**src/rtl/wb_char_render_pkg.sv**
```systemverilog
// Shared constants for the character renderer: register map, status bits,
// row-FSM state codes and glyph geometry.
package wb_char_render_pkg;

   localparam int GLYPH_ROWS = 8;
   localparam int GLYPH_COLS = 8;

   // Word offsets (wb_adr_i[3:2])
   localparam logic [1:0] REG_CHAR  = 2'd0;
   localparam logic [1:0] REG_POS   = 2'd1;
   localparam logic [1:0] REG_COLOR = 2'd2;
   localparam logic [1:0] REG_STAT  = 2'd3;

   // STAT read bits
   localparam int STAT_BUSY = 0;
   localparam int STAT_DONE = 1;
   localparam int STAT_ERR  = 2;

   // STAT write bits
   localparam int STAT_IRQ_EN = 0;
   localparam int STAT_CLR    = 1;

   // Row FSM states
   localparam logic [2:0] ST_IDLE  = 3'd0;
   localparam logic [2:0] ST_FETCH = 3'd1;
   localparam logic [2:0] ST_WAIT  = 3'd2;
   localparam logic [2:0] ST_SHIFT = 3'd3;
   localparam logic [2:0] ST_DONE  = 3'd4;

endpackage

```
**src/rtl/wb_char_render_if.sv**
```systemverilog
// Wishbone slave port plus the outgoing pixel stream of the character renderer.
// master = bus host / pixel sink side, slave = renderer side.
interface wb_char_render_if #(
   parameter int COL_W   = 6,
   parameter int ROW_W   = 5,
   parameter int COLOR_W = 16
);
   logic               wb_stb_i;
   logic               wb_cyc_i;
   logic               wb_we_i;
   logic [31:0]        wb_adr_i;
   logic [3:0]         wb_sel_i;
   logic [31:0]        wb_dat_i;
   logic               wb_ack_o;
   logic [31:0]        wb_dat_o;

   logic               pix_valid;
   logic               pix_ready;
   logic [COL_W+2:0]   pix_x;
   logic [ROW_W+2:0]   pix_y;
   logic [COLOR_W-1:0] pix_color;

   modport master (
      output wb_stb_i, wb_cyc_i, wb_we_i, wb_adr_i, wb_sel_i, wb_dat_i,
      input  wb_ack_o, wb_dat_o,
      input  pix_valid, pix_x, pix_y, pix_color,
      output pix_ready
   );

   modport slave (
      input  wb_stb_i, wb_cyc_i, wb_we_i, wb_adr_i, wb_sel_i, wb_dat_i,
      output wb_ack_o, wb_dat_o,
      output pix_valid, pix_x, pix_y, pix_color,
      input  pix_ready
   );
endinterface

```
**src/rtl/wb_char_render_serializer.sv**
```systemverilog
// Glyph-row serializer: holds one 8-bit font row and hands it out MSB first,
// one valid/ready beat per pixel. Valid follows the enable from the row FSM.
module char_row_serializer
   import wb_char_render_pkg::*;
(
   input  logic       clk,
   input  logic       reset,
   input  logic       load,
   input  logic [7:0] row_data,
   input  logic       en,
   input  logic       ready,
   output logic       valid,
   output logic       pix_bit,
   output logic [2:0] bit_idx,
   output logic       last
);

   logic [7:0] shreg;
   logic       fire;

   assign valid   = en;
   assign fire    = en & ready;
   assign pix_bit = shreg[7];
   assign last    = fire & (bit_idx == 3'(GLYPH_COLS - 1));

   // Load a fresh row, or advance one pixel on each accepted beat
   always_ff @(posedge clk or negedge reset) begin
      if (!reset) begin
         shreg   <= '0;
         bit_idx <= '0;
      end else if (load) begin
         shreg   <= row_data;
         bit_idx <= '0;
      end else if (fire) begin
         shreg   <= {shreg[6:0], 1'b0};
         bit_idx <= bit_idx + 3'd1;
      end
   end

endmodule

```
**src/rtl/wb_char_render.sv**
```systemverilog
// Wishbone-configured character renderer: fetches 8 glyph rows from the font
// ROM and streams 64 coloured pixels to the LCD pixel writer.
//
//  state    | meaning
//  ---------+--------------------------------------------------------------
//  IDLE     | waiting for a CHAR write
//  FETCH    | rom_rd pulse for glyph row {code, glyph_row}
//  WAIT     | ROM data arrives, loaded into the serializer
//  SHIFT    | 8 pixel beats; after the last one go to next row or DONE
//  DONE     | set done, rewind glyph_row, back to IDLE
module wb_char_render
   import wb_char_render_pkg::*;
#(
   parameter int COL_W   = 6,
   parameter int ROW_W   = 5,
   parameter int COLOR_W = 16
) (
   input  logic              clk,
   input  logic              reset,
   wb_char_render_if.slave   bus,
   output logic              rom_rd,
   output logic [9:0]        rom_addr,
   input  logic [7:0]        rom_data,
   output logic              irq
);

   logic               ack_r;
   logic               wb_req;
   logic               wb_acc;
   logic               wr_acc;
   logic [1:0]         reg_sel;
   logic               wr_char;
   logic               wr_pos;
   logic               wr_color;
   logic               wr_stat;
   logic               busy;
   logic               cfg_drop;
   logic               stat_clr;
   logic [31:0]        rd_mux;

   logic [2:0]         state;
   logic [2:0]         glyph_row;
   logic [6:0]         code;
   logic [COL_W-1:0]   col;
   logic [ROW_W-1:0]   cell_row;
   logic [COLOR_W-1:0] fg;
   logic [COLOR_W-1:0] bg;
   logic               irq_en;
   logic               done;
   logic               err;

   logic               ser_valid;
   logic               ser_bit;
   logic               ser_last;
   logic [2:0]         ser_idx;

   logic               unused_bits;

   // Only word offset [3:2] is decoded; byte selects are ignored
   assign unused_bits = ^{bus.wb_sel_i, bus.wb_adr_i[31:4], bus.wb_adr_i[1:0]};

   // A request is accepted when no ack is outstanding; the ack cycle commits writes
   assign wb_req       = bus.wb_stb_i & bus.wb_cyc_i & ~ack_r;
   assign wb_acc       = bus.wb_stb_i & bus.wb_cyc_i & ack_r;
   assign bus.wb_ack_o = wb_acc;
   assign wr_acc       = wb_acc & bus.wb_we_i;
   assign reg_sel      = bus.wb_adr_i[3:2];

   assign wr_char  = wr_acc & (reg_sel == REG_CHAR);
   assign wr_pos   = wr_acc & (reg_sel == REG_POS);
   assign wr_color = wr_acc & (reg_sel == REG_COLOR);
   assign wr_stat  = wr_acc & (reg_sel == REG_STAT);

   // DONE still counts as busy, so a CHAR write landing there is refused
   assign busy     = (state != ST_IDLE);
   assign cfg_drop = busy & (wr_char | wr_pos | wr_color);
   assign stat_clr = wr_stat & bus.wb_dat_i[STAT_CLR];

   // Read data selection; CHAR reads as zero
   always_comb begin
      rd_mux = '0;
      case (reg_sel)
         REG_POS: begin
            rd_mux[COL_W-1:0]     = col;
            rd_mux[16+ROW_W-1:16] = cell_row;
         end
         REG_COLOR: begin
            rd_mux[COLOR_W-1:0]     = fg;
            rd_mux[16+COLOR_W-1:16] = bg;
         end
         REG_STAT: begin
            rd_mux[STAT_BUSY] = busy;
            rd_mux[STAT_DONE] = done;
            rd_mux[STAT_ERR]  = err;
         end
         default: rd_mux = '0;
      endcase
   end

   // Bus handshake: one-cycle ack with a bubble, read data registered with the request
   always_ff @(posedge clk or negedge reset) begin
      if (!reset) begin
         ack_r        <= 1'b0;
         bus.wb_dat_o <= '0;
      end else begin
         ack_r <= wb_req;
         if (wb_req && !bus.wb_we_i) begin
            bus.wb_dat_o <= rd_mux;
         end
      end
   end

   // Register file; configuration is frozen while a render is in flight
   always_ff @(posedge clk or negedge reset) begin
      if (!reset) begin
         code     <= '0;
         col      <= '0;
         cell_row <= '0;
         fg       <= '0;
         bg       <= '0;
         irq_en   <= 1'b0;
         err      <= 1'b0;
         done     <= 1'b0;
      end else begin
         if (wr_char && !busy) begin
            code <= bus.wb_dat_i[6:0];
         end
         if (wr_pos && !busy) begin
            col      <= bus.wb_dat_i[COL_W-1:0];
            cell_row <= bus.wb_dat_i[16+ROW_W-1:16];
         end
         if (wr_color && !busy) begin
            fg <= bus.wb_dat_i[COLOR_W-1:0];
            bg <= bus.wb_dat_i[16+COLOR_W-1:16];
         end
         if (wr_stat) begin
            irq_en <= bus.wb_dat_i[STAT_IRQ_EN];
         end
         if (cfg_drop) begin
            err <= 1'b1;
         end else if (stat_clr) begin
            err <= 1'b0;
         end
         // Completion beats a simultaneous clear
         if (state == ST_DONE) begin
            done <= 1'b1;
         end else if (stat_clr) begin
            done <= 1'b0;
         end
      end
   end

   // Row sequencer
   always_ff @(posedge clk or negedge reset) begin
      if (!reset) begin
         state     <= ST_IDLE;
         glyph_row <= '0;
      end else begin
         case (state)
            ST_IDLE: begin
               if (wr_char) begin
                  state     <= ST_FETCH;
                  glyph_row <= '0;
               end
            end
            ST_FETCH: state <= ST_WAIT;
            ST_WAIT:  state <= ST_SHIFT;
            ST_SHIFT: begin
               if (ser_last) begin
                  glyph_row <= glyph_row + 3'd1;
                  state     <= (glyph_row == 3'(GLYPH_ROWS - 1)) ? ST_DONE : ST_FETCH;
               end
            end
            ST_DONE: begin
               glyph_row <= '0;
               state     <= ST_IDLE;
            end
            default: state <= ST_IDLE;
         endcase
      end
   end

   char_row_serializer u_ser (
      .clk      (clk),
      .reset    (reset),
      .load     (state == ST_WAIT),
      .row_data (rom_data),
      .en       (state == ST_SHIFT),
      .ready    (bus.pix_ready),
      .valid    (ser_valid),
      .pix_bit  (ser_bit),
      .bit_idx  (ser_idx),
      .last     (ser_last)
   );

   assign rom_rd        = (state == ST_FETCH);
   assign rom_addr      = {code, glyph_row};
   assign bus.pix_valid = ser_valid;
   assign bus.pix_x     = {col, ser_idx};
   assign bus.pix_y     = {cell_row, glyph_row};
   assign bus.pix_color = ser_bit ? fg : bg;
   assign irq           = done & irq_en;

endmodule

```
**src/flat_wrapper.sv**
```systemverilog
// flat-port wrapper written by rule: the top's interface ports become plain ports
module wb_char_render_flat import wb_char_render_pkg::*;
#(
   parameter int COL_W   = 6,
   parameter int ROW_W   = 5,
   parameter int COLOR_W = 16
)
  (clk, reset, rom_rd, rom_addr, rom_data, irq, bus_wb_stb_i, bus_wb_cyc_i, bus_wb_we_i, bus_wb_adr_i, bus_wb_sel_i, bus_wb_dat_i, bus_wb_ack_o, bus_wb_dat_o, bus_pix_valid, bus_pix_x, bus_pix_y, bus_pix_color, bus_pix_ready);
  wb_char_render_if #(.COL_W(COL_W), .ROW_W(ROW_W), .COLOR_W(COLOR_W)) bus_i ();
  input  logic clk;
  input  logic reset;
  output logic rom_rd;
  output logic [9:0] rom_addr;
  input  logic [7:0] rom_data;
  output logic irq;
  input wire logic [$bits(bus_i.wb_stb_i)-1:0] bus_wb_stb_i;
  input wire logic [$bits(bus_i.wb_cyc_i)-1:0] bus_wb_cyc_i;
  input wire logic [$bits(bus_i.wb_we_i)-1:0] bus_wb_we_i;
  input wire logic [$bits(bus_i.wb_adr_i)-1:0] bus_wb_adr_i;
  input wire logic [$bits(bus_i.wb_sel_i)-1:0] bus_wb_sel_i;
  input wire logic [$bits(bus_i.wb_dat_i)-1:0] bus_wb_dat_i;
  output wire logic [$bits(bus_i.wb_ack_o)-1:0] bus_wb_ack_o;
  output wire logic [$bits(bus_i.wb_dat_o)-1:0] bus_wb_dat_o;
  output wire logic [$bits(bus_i.pix_valid)-1:0] bus_pix_valid;
  output wire logic [$bits(bus_i.pix_x)-1:0] bus_pix_x;
  output wire logic [$bits(bus_i.pix_y)-1:0] bus_pix_y;
  output wire logic [$bits(bus_i.pix_color)-1:0] bus_pix_color;
  input wire logic [$bits(bus_i.pix_ready)-1:0] bus_pix_ready;
  assign bus_i.wb_stb_i = bus_wb_stb_i;
  assign bus_i.wb_cyc_i = bus_wb_cyc_i;
  assign bus_i.wb_we_i = bus_wb_we_i;
  assign bus_i.wb_adr_i = bus_wb_adr_i;
  assign bus_i.wb_sel_i = bus_wb_sel_i;
  assign bus_i.wb_dat_i = bus_wb_dat_i;
  assign bus_wb_ack_o = bus_i.wb_ack_o;
  assign bus_wb_dat_o = bus_i.wb_dat_o;
  assign bus_pix_valid = bus_i.pix_valid;
  assign bus_pix_x = bus_i.pix_x;
  assign bus_pix_y = bus_i.pix_y;
  assign bus_pix_color = bus_i.pix_color;
  assign bus_i.pix_ready = bus_pix_ready;
  wb_char_render #(.COL_W(COL_W), .ROW_W(ROW_W), .COLOR_W(COLOR_W)) u_core (.clk(clk), .reset(reset), .bus(bus_i), .rom_rd(rom_rd), .rom_addr(rom_addr), .rom_data(rom_data), .irq(irq));
endmodule
```
**config.mk**
```make
export PLATFORM = sky130hd
export DESIGN_NAME = wb_char_render_flat
export DESIGN_NICKNAME = d
export VERILOG_FILES = /design/src/rtl/wb_char_render_pkg.sv /design/src/rtl/wb_char_render_if.sv /design/src/rtl/wb_char_render_serializer.sv /design/src/rtl/wb_char_render.sv /design/src/flat_wrapper.sv
export SDC_FILE = /design/constraint.sdc
export NUM_CORES = 1
export LEC_CHECK = 0
export CELL_PAD_IN_SITES_DETAIL_PLACEMENT = 1
export CELL_PAD_IN_SITES_GLOBAL_PLACEMENT = 1
export CORE_AREA = 2 2 119 121
export DETAILED_ROUTE_END_ITERATION = 7
export DIE_AREA = 0 0 121 123
export PLACE_DENSITY_LB_ADDON = 0.1
export SLEW_MARGIN = 10
export SYNTH_ARGS = -nofsm -noshare
export SYNTH_HDL_FRONTEND = slang
export SYNTH_HIERARCHICAL = 1
export SYNTH_SLANG_ARGS = --single-unit
```
**constraint.sdc**
```tcl
create_clock -name clk -period 3.28 [get_ports clk]
set_clock_uncertainty 0.1 [all_clocks]
set_input_delay 0.656 -clock clk [delete_from_list [all_inputs] [get_ports clk]]
set_output_delay 0.656 -clock clk [all_outputs]
set_load 0.03 [all_outputs]
```
; Word-level counts from Yosys, hierarchy flattened
; Index checks and enable logic that the tools add are counted.
[classes]
n_addsub = 2
n_mul = 0
div_mod_pow = 0
order_cmp = 0
eq_ne = 11
n_shift = 0
n_mux = 20
n_bitwise = 16
reduce_logical = 15
[op_table]
columns = operator, count
row1 = $mux W3, 7
row2 = $pmux W3 S3, 2
row3 = $mux W16, 1
row4 = $mux W8, 2
row5 = $and A1 B1 Y1, 13
row6 = $pmux W3 S4, 1
row7 = $mux W11, 1
row8 = $mux W10, 1
row9 = $pmux W5 S2, 1
row10 = $eq A3 B3 Y1 const B, 3
row11 = $add A3 B1 Y3 const B, 2
row12 = $eq A3 B2 Y1 const B, 2
row13 = $pmux W3 S2, 1
row14 = $reduce_bool A2 Y1, 3
row15 = $reduce_bool A3 Y1, 2
row16 = $eq A2 B2 Y1 const B, 2
row17 = $logic_and A1 B1 Y1, 4
row18 = $ne A2 B1 Y1 const B, 2
row19 = $eq A3 B1 Y1 const B, 1
row20 = $logic_not A3 Y1, 1
row21 = $mux W1, 3
row22 = $reduce_and A3 Y1, 1
row23 = $eq A2 B1 Y1 const B, 1
row24 = $logic_not A1 Y1, 2
row25 = 4 further kinds, 5
[totals]
ff_bits = 103
latchBits = 0
mem_bits_rw = 0
mem_bits_ro = 0
inputBits = 82
output_inout_bits = 79
wordCells = 78
memories = 0

; Longest topological paths before layout
; Gate-level depths: netlist of the first run.
[logic_depth]
depth_word = 8
depth_mapped = 8
mapped_depth_nobuf = 6

; By module
; The synthesis of the first run kept the hierarchy.
[by_module_without_submodules]
columns = mod, n_inst, cells_per_inst, area_per_inst_um2, seq_area_each_um2
row1 = wb_char_render, 1, 329, 4177.8, 2302.2
row2 = char_row_serializer, 1, 61, 633.1, 275.3

; Worst setup path after synthesis of the first run
; No wires, ideal clock.
[synth_path]
path_type = reg2reg
from = reg u_core.state[0]
to = reg u_core.glyph_row[0]
setup_ns = 0.120
arrival_time_ns = 2.245
required_ns = 3.060
path_slack_ns = 0.815
path_stages_with_launch = 9
n_path_buf = 2
period_less_slack_ns = 2.465
cell_sequence = dfrtp_1 > clkbuf_1 > inv_1 > nor3b_1 > buf_4 > and3_1 > nand4b_1 > mux2i_1 > a31o_2
[synth_via]
elab_chain_len = 5
word_cells_on_any_way = 10
cone_classes = eq/ne: 4 / mux: 1 / bitwise: 2 / reduce/logical: 3
[synth_lines]
columns = element, line_no
row1 = start: declaration, wb_char_render.sv:41  ; logic [2:0] state;
row2 = start signal: assignment, wb_char_render.sv:171  ; state <= (glyph_row == 3'(GLYPH_ROWS - 1)) ? ST_DONE : ST_FETCH;
row3 = $eq A3 B2 Y1, wb_char_render.sv:188  ; .en (state == ST_SHIFT),
row4 = $and A1 B1 Y1, wb_char_render_serializer.sv:22  ; assign fire = en & ready;
row5 = $and A1 B1 Y1, wb_char_render_serializer.sv:24  ; assign last = fire & (bit_idx == 3'(GLYPH_COLS - 1));
row6 = named net u_core.ser_last, wb_char_render.sv:54  ; logic ser_last;
row7 = $ne A2 B1 Y1 (no source line), n/a
row8 = $reduce_and A3 Y1 (no source line), n/a
row9 = end signal: assignment, wb_char_render.sv:170  ; glyph_row <= glyph_row + 3'd1;
row10 = end: declaration, wb_char_render.sv:42  ; logic [2:0] glyph_row;
; The timed path passes the listed nets, and every way through them passes these cells.
; A chain may end at the register's enable or synchronous reset.

; Final worst setup path of the first run
[layout_path]
from = in bus_wb_cyc_i
to = out bus_wb_ack_o
[layout_via]
elab_chain_len = 2
[layout_lines]
columns = element, line_no
row1 = start: declaration, flat_wrapper.sv:17  ; input wire logic [$bits(bus_i.wb_cyc_i)-1:0] bus_wb_cyc_i;
row2 = $and A1 B1 Y1 (2 in a row), wb_char_render.sv:64  ; assign wb_acc = bus.wb_stb_i & bus.wb_cyc_i & ack_r;
row3 = end: declaration, flat_wrapper.sv:22  ; output wire logic [$bits(bus_i.wb_ack_o)-1:0] bus_wb_ack_o;
; Every way passes these cells.

==> results of run 1 <==
[critical path: stages]
cell	delay, ns
clkdlybuf4s50_1	0.58
and3_1	0.19
clkdlybuf4s50_1	0.67
[cell families after synthesis]
kind of cell             count (synthesis)  share of synthesized area
flip-flops                             103                      0.536
buffers and inverters                   37                     0.0445
AO/OA/AOI/OAI                           66                     0.0973
AND/OR/NAND/NOR                        105                      0.113
adder cells (fa/ha/maj)                  9                     0.0234
multiplexers                            70                      0.186
[registers in the layout (all words and copies together) (netlist names)]
name,cells
u_core/state,3
u_core/err,1
u_core/u_ser/bit_idx,3
u_core/code,7
u_core/done,1
u_core/col,6
u_core/fg,16
u_core/bus.wb_dat_o,32
u_core/u_ser/shreg,8
u_core/ack_r,1
u_core/bg,16
u_core/irq_en,1
u_core/glyph_row,3
u_core/cell_row,5
[routing by layer]
metal  track usage  up-vias  share of wire
li1              -     1604              -
met4        0.0392        0         0.0086
met5             0        -              0
met2         0.304       75           0.51
met3        0.0581        7          0.049
met1         0.209     1745           0.43
[cells in the mapped netlist, types with 5 or more instances]
master	n
a22o_1	9
mux2_2	37
nand4b_1	8
o21ai_0	24
o211ai_1	6
inv_1	6
nor2_1	11
ha_1	9
nand2b_1	7
dfrtp_1	103
buf_1	6
mux2_4	30
buf_6	5
nand2_1	56
clkbuf_1	8
a22oi_1	8
buf_4	9
[power groups by stage]
stage | Sequential, uW | Clock, uW | Combinational, uW
after floorplan | 1490 | 0 | 412
after global placement | 1440 | 0 | 734
after detailed placement | 1440 | 0 | 748
after CTS | 1420 | 1160 | 753
after global routing | 1430 | 1200 | 804
final | 1420 | 1110 | 737
[per-stage QoR]
| step | total power [uW] | hold slack (ns) | worst slack [ns] | area, sq um |
|---|---|---|---|---|
| after floorplan | 1910 | 0.260 | 0.815 | 4810 |
| after detailed placement | 2190 | 0.370 | 0.426 | 6240 |
| after global routing | 3440 | 0.302 | 0.392 | 6550 |
| final | 3270 | 0.283 | 0.426 | 6550 |
| after CTS | 3330 | 0.306 | 0.425 | 6550 |
| after global placement | 2170 | 0.345 | 0.481 | 6240 |
[final timing paths]
kind                                         start                 endpoint  slack (ns)  depth (start not counted)
max in group asynchronous                    reset    u_core/u_ser/shreg[4]        2.39                          2
min in group clk           u_core/bus.wb_dat_o[26]  u_core/bus.wb_dat_o[26]        0.38                          2
min                                          reset  u_core/bus.wb_dat_o[26]        0.28                          2
max                                   bus_wb_cyc_i             bus_wb_ack_o        0.43                          3
max reg2reg                        u_core/state[0]      u_core/glyph_row[1]        1.02                          7
min reg2reg                u_core/bus.wb_dat_o[26]  u_core/bus.wb_dat_o[26]        0.38                          2
[cell type report]
type / instances / area (sq um)
Clock inverter: 3 / 40.0
Clock buffer: 13 / 270
Fill cell: 1438 / 7060
Sequential cell: 103 / 2580
Timing Repair Buffer: 137 / 1370
Tap cell: 180 / 225
Inverter: 6 / 22.5
Multi-Input combinational cell: 250 / 2050
==> summary.txt, run 1 <==
Run status
  – Status: finished, final reports clean

Clock tree
  – Post-CTS setup repair buffer count: 0
  – H-tree Lvls: 3
  – CTS Buf Count: 9
  – Worst skew pair latency: 0.34 ns
  – Reg clk slew, reported paths: 0.06 ns
  – # resized after CTS: 0
  – Root Driver: clkbuf_16
  – CTS sink count: 103
  – Clock tree buffer depth: 2
  – TritonCTS clock tree: built
  – Hold buffer count at cts: 0

Timing
  – Rel. slew slack: 0.604
  – Setup TNS Final: 0 ns
  – Final worst path period share: 0.870
  – RSZ-0062 raised after global routing: no
  – Final max-slew violation count: 0
  – Setup violation total in the final timing report: 0
  – Fin crit period: 2.85 ns
  – Max Freq: 350 MHz
  – Slew @ Worst Pin: 0.594 ns
  – Final Hold Viols: 0

Floorplan
  – Initial Utilization: 0.353
  – Chip Height: 123 microns
  – Core Region: 13,600 sq um
  – Die ar.: 14,900 sq um
  – Die W: 121 microns
  – Row count: 43
  – IO Pins: 161

Power and ir drop
  – Sw frac: 0.285
  – Max VDD drop: 0.000401 V
  – Internal power: 2340 uW
  – Flop pwr share: 0.434
  – Leak: 0.00295 uW
  – Combinational power share: 0.225
  – Switch Pwr: 932 uW
  – Clock power frac: 0.341
  – Pwr dens: 499 nW/um^2

Detailed routing
  – Routed len/inst: 17.8 microns
  – Via count: 3,431
  – # DRC: 0
  – Detailed router's first-iteration violation count: 195
  – Total Wirelength: 12,300 microns
  – Number of vias per cell: 4.96
  – Post-DRT Antenna Nets: 0
  – Drt pass-1 iters: 4

Global routing
  – Largest net degree at the start of global routing: 104
  – Global-route usage over all layers: 0.174
  – Initial antenna violation count: 0
  – Vias in the first global route: 3,701
  – First-pass GRT wire length: 19,800 microns
  – GRT overflow: 0

Run
  – # Max-Cap Violations: 0

Final layout
  – Number of nets in the layout: 598
  – Commonest non-fill, non-tap cells in the layout: clkdlybuf4s50_1, dfrtp_1, nand2_1, mux2_2, mux2_4
  – Area grow syn2layout: 36.1%
  – Fraction of layout cells with a size suffix above 1: 0.211
  – Cell Count, Final, Fillers Out: 692
  – Commonest non-fill, non-tap cell in the layout: clkdlybuf4s50_1
  – Finished Core Util: 0.481
  – Antenna Cells: 0

Synth
  – Async S/R FF share, synth: 1.00
  – Post-synth top area cell: dfrtp_1
  – Synth top area cells: dfrtp_1, mux2_4, mux2_2, nand2_1, o21ai_0
  – Share of the synthesized area in the top cell type: 0.536
  – Synth Cell Area: 4810 sq um
  – Avg Cell Area, Syn: 12.3 sq um
  – Top_reg_cell synth: dfrtp_1
  – Post-synth cell types: 40
  – Post-synth net total: 481
  – Flops & latches, synth: 103
  – Mapped Cells: 390
  – Sequential area share after synthesis: 0.536
  – Synth warn: 6
  – Post-synth EDFFs: 0

Critical path
  – CP max FO: 4
  – Crit end category: output port
  – Setup Crit Path Kind: input pin to output port
  – WP data arrival: 2.10 ns
  – CP required: 2.52 ns
  – Startpoint type of the worst setup path: input pin

Place
  – GPL Wtd Cong: 0.761
  – # port buffers: 126
  – Dpl hpwl: 8380 microns
  – # placed instances: 676

Worst hold path
  – Hold WC Path Type: input pin to async pin
Power figures use the tool's default switching activity.
==> inputs of run 2 (changes only) <==
CTS_CLUSTER_DIAMETER = 100   (was default)
==> results of run 2 <==
Same layout as run 1: the final DEF is identical, and so are final timing and power.
